### config.mk
export PLATFORM = sky130hd
export DESIGN_NAME = rsa_crypt
export DESIGN_NICKNAME = d
export VERILOG_FILES = /design/src/rtl/rsa_pkg.sv /design/src/rtl/mod_mult.sv /design/src/rtl/rsa_crypt.sv
export SDC_FILE = /design/constraint.sdc
export NUM_CORES = 1
export LEC_CHECK = 0
export ABC_CLOCK_PERIOD_IN_PS = 7300
export CAP_MARGIN = 20
export CORE_ASPECT_RATIO = 1.75
export CORE_MARGIN = 2
export CORE_UTILIZATION = 54
export CTS_CLUSTER_SIZE = 14
export DETAILED_ROUTE_END_ITERATION = 16
export PLACE_DENSITY = 0.81
export SLEW_MARGIN = 20
export SYNTH_ARGS = -nofsm -noshare
export SYNTH_HDL_FRONTEND = slang
export SYNTH_SLANG_ARGS = --single-unit
export TNS_END_PERCENT = 20
### constraint.sdc
create_clock -name clk -period 7.3 [get_ports clk]
set_clock_uncertainty 0.15 [all_clocks]
set_input_delay 1.095 -clock clk [delete_from_list [all_inputs] [get_ports clk]]
set_output_delay 1.095 -clock clk [all_outputs]
set_load 0.005 [all_outputs]
### src/rtl/rsa_pkg.sv
// Shared definitions for the rsa_crypt modular-exponentiation engine.
// The constant-time build option (macro RSA_CONST_TIME_EN) is consumed by rsa_crypt.sv.
package rsa_pkg;

    localparam logic [2:0] ST_IDLE  = 3'd0;
    localparam logic [2:0] ST_CHECK = 3'd1;
    localparam logic [2:0] ST_MUL   = 3'd2;
    localparam logic [2:0] ST_SQR   = 3'd3;
    localparam logic [2:0] ST_DONE  = 3'd4;

    // Cycles spent in one MUL or SQR phase: launch, 2*WIDTH iterations, capture.
    function automatic int PHASE_LEN(input int width);
        return 2 * width + 2;
    endfunction

endpackage

### src/rtl/mod_mult.sv
// Serial interleaved modular multiplier: out = a*b mod n, scanning b MSB-first.
// Operands are latched on start; finish pulses 2*WIDTH+1 cycles after start.
module mod_mult
    import rsa_pkg::*;
#(
    parameter int WIDTH = 8
) (
    input  logic               clk,
    input  logic               rst_n,
    input  logic               start,
    input  logic [2*WIDTH-1:0] a,
    input  logic [2*WIDTH-1:0] b,
    input  logic [2*WIDTH-1:0] n,
    output logic [2*WIDTH-1:0] out,
    output logic               finish
);

    localparam int OW    = 2 * WIDTH;
    localparam int IW    = 2 * WIDTH + 2;
    localparam int ITERS = PHASE_LEN(WIDTH) - 2;
    localparam int CW    = $clog2(ITERS + 1);

    logic [OW-1:0] r_q, r_d, a_q, b_q, n_q;
    logic [CW-1:0] cnt_q;
    logic          finish_q;
    logic [IW-1:0] dbl_s, red1_s, add_s, n_ext_s, a_ext_s;

    // One interleaved step; r and a are both below n, so IW bits never overflow.
    always_comb begin
        n_ext_s = {2'b00, n_q};
        a_ext_s = {2'b00, a_q};
        dbl_s   = {1'b0, r_q, 1'b0};
        if (dbl_s >= n_ext_s) begin
            red1_s = dbl_s - n_ext_s;
        end else begin
            red1_s = dbl_s;
        end
        if (b_q[OW-1]) begin
            add_s = red1_s + a_ext_s;
        end else begin
            add_s = red1_s;
        end
        if (add_s >= n_ext_s) begin
            r_d = OW'(add_s - n_ext_s);
        end else begin
            r_d = OW'(add_s);
        end
    end

    // Operand latch, iteration counter and finish pulse.
    always_ff @(posedge clk or negedge rst_n) begin
        if (!rst_n) begin
            r_q      <= '0;
            a_q      <= '0;
            b_q      <= '0;
            n_q      <= '0;
            cnt_q    <= '0;
            finish_q <= 1'b0;
        end else begin
            finish_q <= 1'b0;
            if (start) begin
                r_q   <= '0;
                a_q   <= a;
                b_q   <= b;
                n_q   <= n;
                cnt_q <= CW'(ITERS);
            end else if (cnt_q != '0) begin
                r_q   <= r_d;
                b_q   <= {b_q[OW-2:0], 1'b0};
                cnt_q <= cnt_q - CW'(1);
                if (cnt_q == CW'(1)) begin
                    finish_q <= 1'b1;
                end
            end
        end
    end

    assign out    = r_q;
    assign finish = finish_q;

endmodule

### src/rtl/rsa_crypt.sv
// Right-to-left square-and-multiply engine: result = base^exp mod n.
// Define RSA_CONST_TIME_EN for operand-independent latency (n<2 still short-circuits).
module rsa_crypt
    import rsa_pkg::*;
#(
    parameter int WIDTH = 8
) (
    input  logic               clk,
    input  logic               rst_n,
    input  logic               start,
    input  logic [2*WIDTH-1:0] base,
    input  logic [2*WIDTH-1:0] exp,
    input  logic [2*WIDTH-1:0] n,
    output logic [2*WIDTH-1:0] result,
    output logic               busy,
    output logic               finish
);

    localparam int            OW  = 2 * WIDTH;
    localparam logic [OW-1:0] ONE = OW'(1);

    logic [2:0]    state_q, state_d;
    logic [OW-1:0] acc_q, acc_d, sq_q, sq_d, e_sh_q, e_sh_d, n_q, n_d;
    logic [OW-1:0] result_q, result_d;
    logic          busy_q, busy_d, finish_q, finish_d;
    logic          pend_q, pend_d;
    logic          mm_start_s, mm_finish_s;
    logic [OW-1:0] mm_a_s, mm_out_s;
    logic          last_s, take_mul_s, write_mul_s;

`ifdef RSA_CONST_TIME_EN
    localparam int CW = $clog2(OW + 1);
    logic [CW-1:0] bit_cnt_q;

    // Counts completed exponent bits so every operand walks the full width.
    always_ff @(posedge clk or negedge rst_n) begin
        if (!rst_n) begin
            bit_cnt_q <= '0;
        end else if (state_q == ST_IDLE && start) begin
            bit_cnt_q <= '0;
        end else if (state_q == ST_SQR && !pend_q && mm_finish_s) begin
            bit_cnt_q <= bit_cnt_q + CW'(1);
        end
    end

    // Multiply on every bit; the product is kept only for set bits.
    always_comb begin
        last_s      = (bit_cnt_q == CW'(OW));
        take_mul_s  = 1'b1;
        write_mul_s = e_sh_q[0];
    end
`else
    // Stop at the top set bit and skip multiplies for clear bits.
    always_comb begin
        last_s      = (e_sh_q == '0);
        take_mul_s  = e_sh_q[0];
        write_mul_s = 1'b1;
    end
`endif

    // Sequencer; CHECK launches the first multiply of each bit, SQR relaunches after MUL.
    always_comb begin
        state_d    = state_q;
        acc_d      = acc_q;
        sq_d       = sq_q;
        e_sh_d     = e_sh_q;
        n_d        = n_q;
        result_d   = result_q;
        busy_d     = busy_q;
        finish_d   = 1'b0;
        pend_d     = pend_q;
        mm_start_s = 1'b0;
        mm_a_s     = sq_q;
        case (state_q)
            ST_IDLE: begin
                if (start) begin
                    acc_d   = ONE;
                    sq_d    = base;
                    e_sh_d  = exp;
                    n_d     = n;
                    busy_d  = 1'b1;
                    pend_d  = 1'b0;
                    state_d = ST_CHECK;
                end else begin
                    state_d = ST_IDLE;
                end
            end
            ST_CHECK: begin
                if (n_q[OW-1:1] == '0) begin
                    acc_d   = '0;
                    state_d = ST_DONE;
                end else if (last_s) begin
                    state_d = ST_DONE;
                end else if (take_mul_s) begin
                    mm_start_s = 1'b1;
                    mm_a_s     = acc_q;
                    state_d    = ST_MUL;
                end else begin
                    mm_start_s = 1'b1;
                    state_d    = ST_SQR;
                end
            end
            ST_MUL: begin
                if (mm_finish_s) begin
                    if (write_mul_s) begin
                        acc_d = mm_out_s;
                    end else begin
                        acc_d = acc_q;
                    end
                    pend_d  = 1'b1;
                    state_d = ST_SQR;
                end else begin
                    state_d = ST_MUL;
                end
            end
            ST_SQR: begin
                if (pend_q) begin
                    mm_start_s = 1'b1;
                    pend_d     = 1'b0;
                end else if (mm_finish_s) begin
                    sq_d    = mm_out_s;
                    e_sh_d  = e_sh_q >> 1;
                    state_d = ST_CHECK;
                end else begin
                    state_d = ST_SQR;
                end
            end
            ST_DONE: begin
                result_d = acc_q;
                finish_d = 1'b1;
                busy_d   = 1'b0;
                state_d  = ST_IDLE;
            end
            default: begin
                state_d = ST_IDLE;
            end
        endcase
    end

    // State and output registers.
    always_ff @(posedge clk or negedge rst_n) begin
        if (!rst_n) begin
            state_q  <= ST_IDLE;
            acc_q    <= '0;
            sq_q     <= '0;
            e_sh_q   <= '0;
            n_q      <= '0;
            result_q <= '0;
            busy_q   <= 1'b0;
            finish_q <= 1'b0;
            pend_q   <= 1'b0;
        end else begin
            state_q  <= state_d;
            acc_q    <= acc_d;
            sq_q     <= sq_d;
            e_sh_q   <= e_sh_d;
            n_q      <= n_d;
            result_q <= result_d;
            busy_q   <= busy_d;
            finish_q <= finish_d;
            pend_q   <= pend_d;
        end
    end

    mod_mult #(.WIDTH(WIDTH)) u_mult (
        .clk    (clk),
        .rst_n  (rst_n),
        .start  (mm_start_s),
        .a      (mm_a_s),
        .b      (sq_q),
        .n      (n_q),
        .out    (mm_out_s),
        .finish (mm_finish_s)
    );

    assign result = result_q;
    assign busy   = busy_q;
    assign finish = finish_q;

endmodule
* Word-level counts from Yosys, hierarchy flattened
Index checks and enable logic that the tools add are counted.
** Storage, ports and cells
- Bits in registers :: 156
- Input bits :: 51
- Logic and storage cells :: 90
** Cells by class
- $add $sub $neg :: 4
- Magnitude comparators :: 2
- Eq/ne operators :: 10
- Mux-type cells :: 45
- Reductions and logical operators :: 14
** Operators by type and width (number)
- 16-bit two-way mux :: 17
- 16-bit one-hot mux with 2 select lines :: 2
- 16-bit one-hot mux with 3 select lines :: 1
- 18-bit two-way mux :: 2
- 18-bit by 16-bit adder with 18-bit output :: 1
- 18-bit by 16-bit greater-or-equal comparator with 1-bit output :: 1
- 17-bit by 16-bit subtractor with 18-bit output :: 1
- 17-bit by 16-bit greater-or-equal comparator with 1-bit output :: 1
- 16-bit zero test :: 1
- 16-bit subtractor :: 1
- 15-bit zero test :: 1
- 1-bit two-way mux :: 13
- 3-bit one-hot mux with 4 select lines :: 1
- 5-bit two-way mux :: 2
- 3-bit two-way mux :: 3
- 4-bit AND reduction :: 2
- 3-bit by 2-bit equality test with 1-bit output, second input constant :: 2
- 2-bit inequality test, second input constant :: 3
- 2-bit nonzero test :: 3
- 3-bit nonzero test :: 2
- 5-bit by 1-bit equality test with 1-bit output, second input constant :: 1
- 5-bit nonzero test :: 1
- 5-bit by 1-bit subtractor with 5-bit output, second input constant :: 1
- 2-bit by 1-bit inequality test with 1-bit output, second input constant :: 2
- other kinds (8) :: 10

* Depth between registers and ports, before layout
Gate-level depths: netlist of the first run.
- Depth after elaboration :: 8
- Mapped depth :: 31
- Depth with buffers taken out :: 29

* Cells and area by module
From an unflattened synthesis of the first run, not the netlist that was laid out.
** Unflattened totals
- Cell total of the unflattened synthesis :: 1097
- Area total of the unflattened synthesis :: 10121.0 um2
** By module, submodules not included
- mod_mult :: instances 1, cells an instance 694, area an instance 6038.3 um2, seq. area each 1751.7 um2
- rsa_crypt :: instances 1, cells an instance 403, area an instance 4082.7 um2, seq. area each 2152.1 um2

* Worst setup path before layout of the first run
No wires, ideal clock.
- Path kind :: register to register
- Start point :: reg u_mult.r_q[0] (netlist: u_mult.out[0])
- End point :: reg u_mult.r_q[10] (netlist: u_mult.out[10])
- Library setup time :: 137 ps
- Data arrival time :: 6349 ps
- Path slack :: 664 ps
- Stages on the path, launching flop included :: 30
- Path buffers :: 2
- Cell sequence :: dfrtp_1 > fa_1 > a21o_1 > a31o_2 > a2111oi_4 > o21bai_2 > a41oi_1 > clkbuf_1 > nor2_1 > a21oi_1 > inv_1 > ha_1 > nand3_1 > o211ai_1 > o21ai_0 > nand2b_1 > a21oi_1 > xnor2_1 > mux2_2 > ha_1 > nand4_1 > a21oi_1 > o41a_1 > o21ai_0 > a31oi_1 > o21a_1 > a211oi_4 > buf_6 > mux2i_1 > a21oi_1
** On the way
- Word-level cells in the longest chain between the ends :: 8
- Elaborated cells on any way between the ends :: 10
** Ends and longest elaborated chain
- start: declaration :: RTL line mod_mult.sv:23 : logic [OW-1:0] r_q, r_d, a_q, b_q, n_q;
- start signal: assignment :: RTL line mod_mult.sv:68 : r_q <= r_d;
- 17-bit by 16-bit subtractor with 18-bit output / 17-bit by 16-bit greater-or-equal comparator with 1-bit output (equally long branches) :: RTL line mod_mult.sv:34, mod_mult.sv:33
- 18-bit two-way mux * :: RTL line mod_mult.sv:33 : if (dbl_s >= n_ext_s) begin
- 18-bit by 16-bit adder with 18-bit output :: RTL line mod_mult.sv:39 : add_s = red1_s + a_ext_s;
- 18-bit two-way mux * :: RTL line mod_mult.sv:38 : if (b_q[OW-1]) begin
- 16-bit subtractor / 18-bit by 16-bit greater-or-equal comparator with 1-bit output (equally long branches) :: RTL line mod_mult.sv:44, mod_mult.sv:43
- 16-bit two-way mux * :: RTL line mod_mult.sv:43 : if (add_s >= n_ext_s) begin
- 16-bit two-way mux * :: RTL line mod_mult.sv:67 : end else if (cnt_q != '0) begin
- 16-bit two-way mux * :: RTL line mod_mult.sv:61 : if (start) begin
Mark *: on every way between the ends. The rest lies on a longest branch, timed or not. The select of a mux whose other input is x is not followed.
A chain may end at the register's enable or synchronous reset.

* Worst setup path in the final report of the first run
- Start point :: reg u_mult.r_q[0] (netlist: u_mult.out[0])
- End point :: reg u_mult.r_q[0] (netlist: u_mult.out[0])
** On the way
- Word-level cells in the longest chain between the ends :: 8
- Elaborated cells on any way between the ends :: 10
** Ends and longest elaborated chain (RTL line)
- 17-bit by 16-bit subtractor with 18-bit output / 17-bit by 16-bit greater-or-equal comparator with 1-bit output (equally long branches) :: mod_mult.sv:34, mod_mult.sv:33
- 18-bit two-way mux * :: mod_mult.sv:33
- 18-bit by 16-bit adder with 18-bit output :: mod_mult.sv:39
- 18-bit two-way mux * :: mod_mult.sv:38
- 18-bit by 16-bit greater-or-equal comparator with 1-bit output / 16-bit subtractor (equally long branches) :: mod_mult.sv:43, mod_mult.sv:44
- 16-bit two-way mux * :: mod_mult.sv:43
- 16-bit two-way mux * :: mod_mult.sv:67
- 16-bit two-way mux * :: mod_mult.sv:61
Marked as above.

==> results.toml, run 1 <==
[synthesis]
synth_edf_count = 0
async_flop_share = 1.00
yosysTopAreaCell = "dfrtp_1"
yosysSeqAreaShare = 0.421
synth_top_area_frac = 0.421
synthTopCellsByArea = "dfrtp_1 42%, nand2_1 7.5%, ha_1 6.9%"
synthCells = 1048
synth_flop_cell = "dfrtp_1"
synth_seq_cells = 156
yosysUniqueCellTypes = 58
syn_nets = 1153
syn-cell-area_mm2 = 0.00927
ys_warn_count = 0
syn-mean-instance-area_um2 = 8.85

[placement]
place.gp.congestion = 0.954
place_inst = 1315
post-place-ws_ps = 352
dp_hpwl_um = 18400
port_buffers = 68

[drt]
ant_nets = 0
wl_um = 25400
route.vias.total = 8110
drc = 0
drt_iter0_markers = 549
routedWlPerCell_um = 18.8
routed_via_density = 6.01
dr.pass1.iters = 5

[clocking]
clkTransAtPathRegs_ps = 70
cts_max_path_buffers = 2
cts_tree = "built"
insertion_delay_ps = 440
cts_buffers = 17
cts_root_buffer = "clkbuf_16"
cts_hold_buf = 0
ctsHtreeMaxLevel = 4
clkSinkCount = 156

[sta]
finalSetupTns_ps = 0
period_needed_ps = 6960
period_share = 0.953
grt_setup_unrepaired = "false"
worst_pin_slew_ps = 1050
maxSlewViolCount = 0
hold_viol_final = 0
fmax_mhz = 144
setup_violations = 0
relSlewSlack = 0.299
fin_ws_ps = 344
worst_hold_slack_ps = 359

[setup_path]
ff2ff_setup_slack_ps = 340
crit_required_ps = 7470
cp_slowest_cell = "fa_1"
worstSetupPathType = "flip-flop to flip-flop"
startpoint_type = "flip-flop"
endpoint_kind = "flip-flop"
crit_arrival_ps = 7130
r2r_start = "u_mult.out[0]"
max_stage_delay_ps = 490
r2r_cells = 26
path_max_fanout = 17
worstReg2RegEnd = "u_mult.out[0]"

[final_layout]
n_fill_cell = 1435
synthToLayoutAreaGrowth_pct = 17.1
antenna_cells = 0
drive_gt1_frac = 0.104
layout.nets = 1214
instances_no_fill = 1349

[die]
rows = 63
pin_count = 69
core_mm2 = 0.0169
die_area_mm2 = 0.0183
start_util = 0.550
die_height_um = 177
die_width_um = 103

[grt]
overflow = 0
grt_pass1_wl_um = 41000
grt_pass1_vias = 8212
grt_max_degree = 80
track_usage = 0.299
antenna_found_initial = 0

[hold_path]
hold_path.startpoint = "result[14]"
hold_class = "flip-flop to flip-flop"
hold_path_depth = 1
whs_endpoint = "result[14]"

[job]
max-cap-violations = 0

[status]
status = "complete, no violations"
## cell usage after synthesis (6+ instances only)
library cell and n:
nor2_1 91, o211ai_1 6, inv_1 54, a211oi_1 6, or3_1 6, clkbuf_1 47
nand3_1 32, mux2i_1 12, a21oi_1 51, mux2_2 46, xor2_1 10, nor4_1 10
a21o_1 10, a22oi_1 15, nand2_1 185, a31oi_1 56, dfrtp_1 156, xnor2_1 24
nand2b_1 7, ha_1 51, o21a_1 8, nand4_1 6, o31ai_1 9, nor3_1 12
nor2b_1 6, o21ai_0 74
## area by class of cell
type | count | area (um2) | area share
flip-flops and latches | 156 | 3900 | 0.359
inverters | 54 | 203 | 0.0187
well taps | 227 | 284 | 0.0262
repair buffers | 90 | 871 | 0.0802
multi-input cells | 790 | 5030 | 0.463
clock inverters | 13 | 130 | 0.0120
clock buffers | 19 | 443 | 0.0408
## routing by layer
| metal | track usage | share of wire | vias up | routed length [um] |
|---|---|---|---|---|
| li1 | - | - | 3834 | - |
| met1 | 0.319 | 0.36 | 3910 | 9050 |
| met2 | 0.524 | 0.54 | 264 | 13700 |
| met3 | 0.0516 | 0.037 | 102 | 937 |
| met4 | 0.199 | 0.070 | 0 | 1770 |
| met5 | 0 | 0 | - | 0 |
## per-stage QoR
step                area (um2)   util
floorplan                 9270      -
global placement         10200  0.607
detailed placement       10200  0.607
CTS                      10800  0.641
global route             10900  0.644
finish                   10900  0.644
## worst max-delay path, delay by kind of cell, from the launching register on
family	cells	cell delay, ps
AND/OR/NAND/NOR	5	910
buffers and inverters	2	460
flip-flops	1	460
AO/OA/AOI/OAI	13	2880
adder cells (fa/ha/maj)	3	1200
XOR/XNOR	1	90
multiplexers	2	670
## worst max path at each step
| stage | from | endpoint | cells after the start |
|---|---|---|---|
| 2_1_floorplan | u_mult.out[0] | u_mult.out[10] | 29 |
| 3_3_place_gp | u_mult.out[0] | u_mult.out[1] | 26 |
| 3_5_place_dp | u_mult.out[0] | u_mult.out[1] | 26 |
| 4_1_cts | u_mult.out[0] | u_mult.out[1] | 26 |
| 6_report | u_mult.out[0] | u_mult.out[0] | 26 |
| 5_1_grt | u_mult.out[0] | u_mult.out[0] | 26 |
## cells by family after synthesis
logic type / after synthesis / synth area share
adder cells (fa/ha/maj): 54 / 0.0753
buffers and inverters: 102 / 0.0421
XOR/XNOR: 34 / 0.0321
AND/OR/NAND/NOR: 376 / 0.177
flip-flops: 156 / 0.421
AO/OA/AOI/OAI: 268 / 0.183
multiplexers: 58 / 0.0688
## layout by cell type (no fill, tap or decap), types with 11 or more instances in the layout
| master | n |
|---|---|
| ha_1 | 51 |
| inv_1 | 54 |
| buf_4 | 20 |
| clkdlybuf4s50_1 | 67 |
| a22oi_1 | 15 |
| nand2_1 | 185 |
| mux2i_1 | 12 |
| xnor2_1 | 24 |
| mux2_2 | 46 |
| o21ai_0 | 72 |
| a31oi_1 | 56 |
| a21oi_1 | 50 |
| nand3_1 | 32 |
| dfrtp_1 | 156 |
| nor2_1 | 90 |
| clkbuf_16 | 17 |
| nor3_1 | 11 |
## timing repair
item / in CTS / in global routing
setup buffers: 0 / 1
resized for setup: 0 / 4
endpoints found under the setup margin: 0 / 15
Power of run 1 is left out: the tool's default activity adds up to more than one toggle a clock period on the data nets, which glitch-free logic cannot reach.
==> run 2: changes to the inputs <==
RECOVER_POWER = 25   (was default)
SLEW_MARGIN = 25   (was 20)
==> run 2 against run 1 <==
The run now ends with capacitance limit, slew limit left. Wire length up 0.11%. Global-route usage unchanged. Critical endpoint unchanged. Sequential cell count unchanged. Sequential share of layout area up 0.12 points. Count of clock-buffer cells in the layout unchanged. Core utilization down 0.22 points. Critical path depth unchanged.
==> results.toml, run 2 (synthesis gave the netlist of run 1 again) <==
[sta]
fmax_mhz = 144
setup_violations = 0
finalSetupTns_ps = 0
period_share = 0.951
worst_pin_slew_ps = 4150
relSlewSlack = -1.77
grt_setup_unrepaired = "false"
hold_viol_final = 0
period_needed_ps = 6940
maxSlewViolCount = 79

[job]
max-cap-violations = 1

[setup_path]
crit_required_ps = 7470
startpoint_type = "flip-flop"
path_max_fanout = 17
cp_slowest_cell = "fa_1"
worstSetupPathType = "flip-flop to flip-flop"
endpoint_kind = "flip-flop"
max_stage_delay_ps = 490
crit_arrival_ps = 7110

[drt]
routed_via_density = 5.97
route.vias.total = 8054
ant_nets = 0
drt_iter0_markers = 557
wl_um = 25500
drc = 0
dr.pass1.iters = 5
routedWlPerCell_um = 18.9

[grt]
antenna_found_initial = 0
grt_pass1_wl_um = 41000
overflow = 0
grt_max_degree = 80
track_usage = 0.299
grt_pass1_vias = 8212

[final_layout]
synthToLayoutAreaGrowth_pct = 16.7
n_fill_cell = 1443
final_cell_mix = "185 x nand2_1, 156 x dfrtp_1, 90 x nor2_1"
drive_gt1_frac = 0.102
layout.nets = 1213
antenna_cells = 0
layout_commonest_cell = "nand2_1"

[clocking]
ctsHtreeMaxLevel = 4
cts_buffers = 17
cts_root_buffer = "clkbuf_16"
cts_tree = "built"
insertion_delay_ps = 440
cts_max_path_buffers = 2
clkSinkCount = 156
clkTransAtPathRegs_ps = 70

[die]
die_area_mm2 = 0.0183
die_height_um = 177
die_width_um = 103
rows = 63
start_util = 0.550
core_mm2 = 0.0169
pin_count = 69

[status]
violations = "capacitance limit, slew limit"
status = "finished with violations"

[placement]
place.gp.congestion = 0.954
port_buffers = 68
dp_hpwl_um = 18400

[hold_path]
hold_class = "flip-flop to flip-flop"
## run 2: worst max-delay path: cells and delay by family, from the launching register on
| family | cells | cell delay [ps] |
|---|---|---|
| flops | 1 | 460 |
| compound gates | 13 | 2870 |
| fa+ha+maj | 3 | 1190 |
| xor+xnor | 1 | 90 |
| mux | 2 | 670 |
| buf+inv | 2 | 460 |
| simple gates | 5 | 920 |
## run 2: through the flow
| stage | setup slack (ps) | hold WS [ps] | instance area (um2) | util | cells |
|---|---|---|---|---|---|
| after floorplan | 664 | 296 | 9270 | - | 1048 |
| after global placement | 432 | 331 | 10200 | 0.607 | 1315 |
| after detailed placement | 352 | 337 | 10200 | 0.607 | 1315 |
| after CTS | 282 | 361 | 10800 | 0.641 | 1347 |
| after global routing | 12.4 | 381 | 10800 | 0.642 | 1348 |
| final | 357 | 360 | 10800 | 0.642 | 1348 |
## run 2: area by class of cell
type | count | area [um2] | share of cell area
multi-input cells | 790 | 5020 | 0.464
flip-flops and latches | 156 | 3900 | 0.361
repair buffers | 89 | 840 | 0.0776
clock buffers | 19 | 443 | 0.0409
well taps | 227 | 284 | 0.0262
inverters | 54 | 203 | 0.0187
clock inverters | 13 | 130 | 0.0120
## run 2: routing by layer
| layer | share of wire | global-route usage | vias up | wire, um |
|---|---|---|---|---|
| li1 | - | - | 3828 | - |
| met1 | 0.36 | 0.319 | 3895 | 9230 |
| met2 | 0.53 | 0.524 | 228 | 13600 |
| met3 | 0.032 | 0.0516 | 103 | 815 |
| met4 | 0.071 | 0.199 | 0 | 1820 |
| met5 | 0 | 0 | - | 0 |
## run 2: path summary, 6_finish.rpt
check                               from  depth (start not counted)  slack, ps             end
max                        u_mult.out[0]                         26        360   u_mult.out[0]
min                           result[14]                          1        360      result[14]
max reg2reg                u_mult.out[0]                         26        360   u_mult.out[0]
min reg2reg                   result[14]                          1        360      result[14]
max in group asynchronous          rst_n                          1       2700  u_mult.a_q[12]
min in group asynchronous          rst_n                          1       1960          n_q[6]
## run 2: timing repair
| action | 4_1_cts | 5_1_grt |
|---|---|---|
| endpoints found under the setup margin | 0 | 15 |
| setup buffers | 0 | 1 |
| resized for setup | 0 | 4 |
| hold buffers | 0 | 0 |
Power of run 2 is left out for the same reason.
==> run 3: changes to the inputs <==
CORE_UTILIZATION = 40   (was 54)
DONT_BUFFER_PORTS = 1   (was default)
PLACE_DENSITY = 0.61   (was 0.81)
==> run 3 against run 2 <==
The run now ends clean. Count of clock-buffer cells in the layout is 1 lower. Setup slack improved by 62 ps. Sequential cell count is the same. Non-clock buffer count fell by 70. Critical path depth did not move. Die area rose by 34%. Via count shrank 5.4%. Core utilization down 19 points. Register-to-register slack better by 60 ps. Critical path type unchanged. Highest routed layer unchanged.
==> results.toml, run 3 (synthesis gave the netlist of run 1 again) <==
[drt]
dr.pass1.iters = 7
routed_via_density = 5.64
route.vias.total = 7618
drc = 0
drt_iter0_markers = 550
ant_nets = 0
wl_um = 26200
routedWlPerCell_um = 19.4

[sta]
fmax_mhz = 145
period_share = 0.943
maxSlewViolCount = 0
setup_violations = 0
relSlewSlack = 0.342
finalSetupTns_ps = 0
grt_setup_unrepaired = "false"
worst_pin_slew_ps = 985
hold_viol_final = 0
period_needed_ps = 6880

[grt]
grt_pass1_vias = 7649
overflow = 0
globalRouteMet1Util = 0.240
busiest_layer = "met2"
grt_pass1_wl_um = 41400
track_usage = 0.223
use_met2 = 0.404
antenna_found_initial = 0
grt_use_met3 = 0.0394
grt_max_degree = 157

[final_layout]
multi_input_area_mm2 = 0.00503
layout_commonest_cell = "nand2_1"
antenna_cells = 0
layout.nets = 1143
final_cell_mix = "184 x nand2_1, 156 x dfrtp_1, 89 x nor2_1"
register_area_mm2 = 0.00390
drive_gt1_frac = 0.110
synthToLayoutAreaGrowth_pct = 10.7
n_fill_cell = 2233

[clocking]
cts_tree = "built"
clkTransAtPathRegs_ps = 70
ctsHtreeMaxLevel = 4
cts_buffers = 17
insertion_delay_ps = 460
clkSinkCount = 156
cts_hold_buf = 0
cts_root_buffer = "clkbuf_16"
cts_max_path_buffers = 2

[die]
die_area_mm2 = 0.0245
start_util = 0.408
pin_count = 69
die_width_um = 119
core_mm2 = 0.0227
die_height_um = 205
rows = 73

[setup_path]
r2r_cells = 26
crit_required_ps = 7490
cp_slowest_cell = "fa_1"
crit_arrival_ps = 7070
endpoint_kind = "flip-flop"
max_stage_delay_ps = 490
startpoint_type = "flip-flop"
path_max_fanout = 19
r2r_start = "u_mult.out[0]"
ff2ff_setup_slack_ps = 420
worstReg2RegEnd = "u_mult.out[0]"
worstSetupPathType = "flip-flop to flip-flop"

[placement]
place.gp.congestion = 0.906
port_buffers = 0
dp_hpwl_um = 19100

[status]
status = "complete, no violations"

[job]
max-cap-violations = 0

[hold_path]
hold_class = "input port to asynchronous set/reset pin"
[run 3: area by class of cell]
type / instances / area share
repair buffers: 19 / 0.0155
flip-flops and latches: 156 / 0.380
multi-input cells: 790 / 0.490
well taps: 300 / 0.0366
inverters: 54 / 0.0197
clock buffers: 18 / 0.0418
clock inverters: 14 / 0.0156
[run 3: timing repair]
item | 4_1_cts | 5_1_grt
endpoints found under the setup margin | 0 | 16
resized for setup | 0 | 4
setup buffers | 0 | 1
[run 3: routing by layer]
metal,share of wire,vias up
met5,0,-
met4,0.051,0
met3,0.029,66
met2,0.54,158
met1,0.38,3694
li1,-,3700
[run 3: critical path: cells and delay by family (launching register included)]
family                   cells  cell delay (ps)
AO/OA/AOI/OAI               13             2770
adder cells (fa/ha/maj)      3             1210
AND/OR/NAND/NOR              5              940
multiplexers                 2              700
flip-flops                   1              460
buffers and inverters        2              430
XOR/XNOR                     1              100
[run 3: worst max-delay path by stage]
stage,endpoint,from
final,u_mult.out[0],u_mult.out[0]
after global routing,u_mult.out[0],u_mult.n_q[0]
after CTS,u_mult.out[1],u_mult.out[0]
after detailed placement,u_mult.out[1],u_mult.out[0]
after global placement,u_mult.out[0],u_mult.out[0]
after floorplan,u_mult.out[10],u_mult.out[0]
[run 3: stage by stage]
stage	hold WS, ps	setup slack (ps)	cells	area, um2	util
after floorplan	296	664	1048	9270	-
after global placement	335	456	1318	9650	0.424
after detailed placement	325	388	1318	9650	0.424
after CTS	169	355	1350	10200	0.450
after global routing	165	14.2	1351	10300	0.451
final	179	419	1351	10300	0.451
Power of run 3 is left out for the same reason.
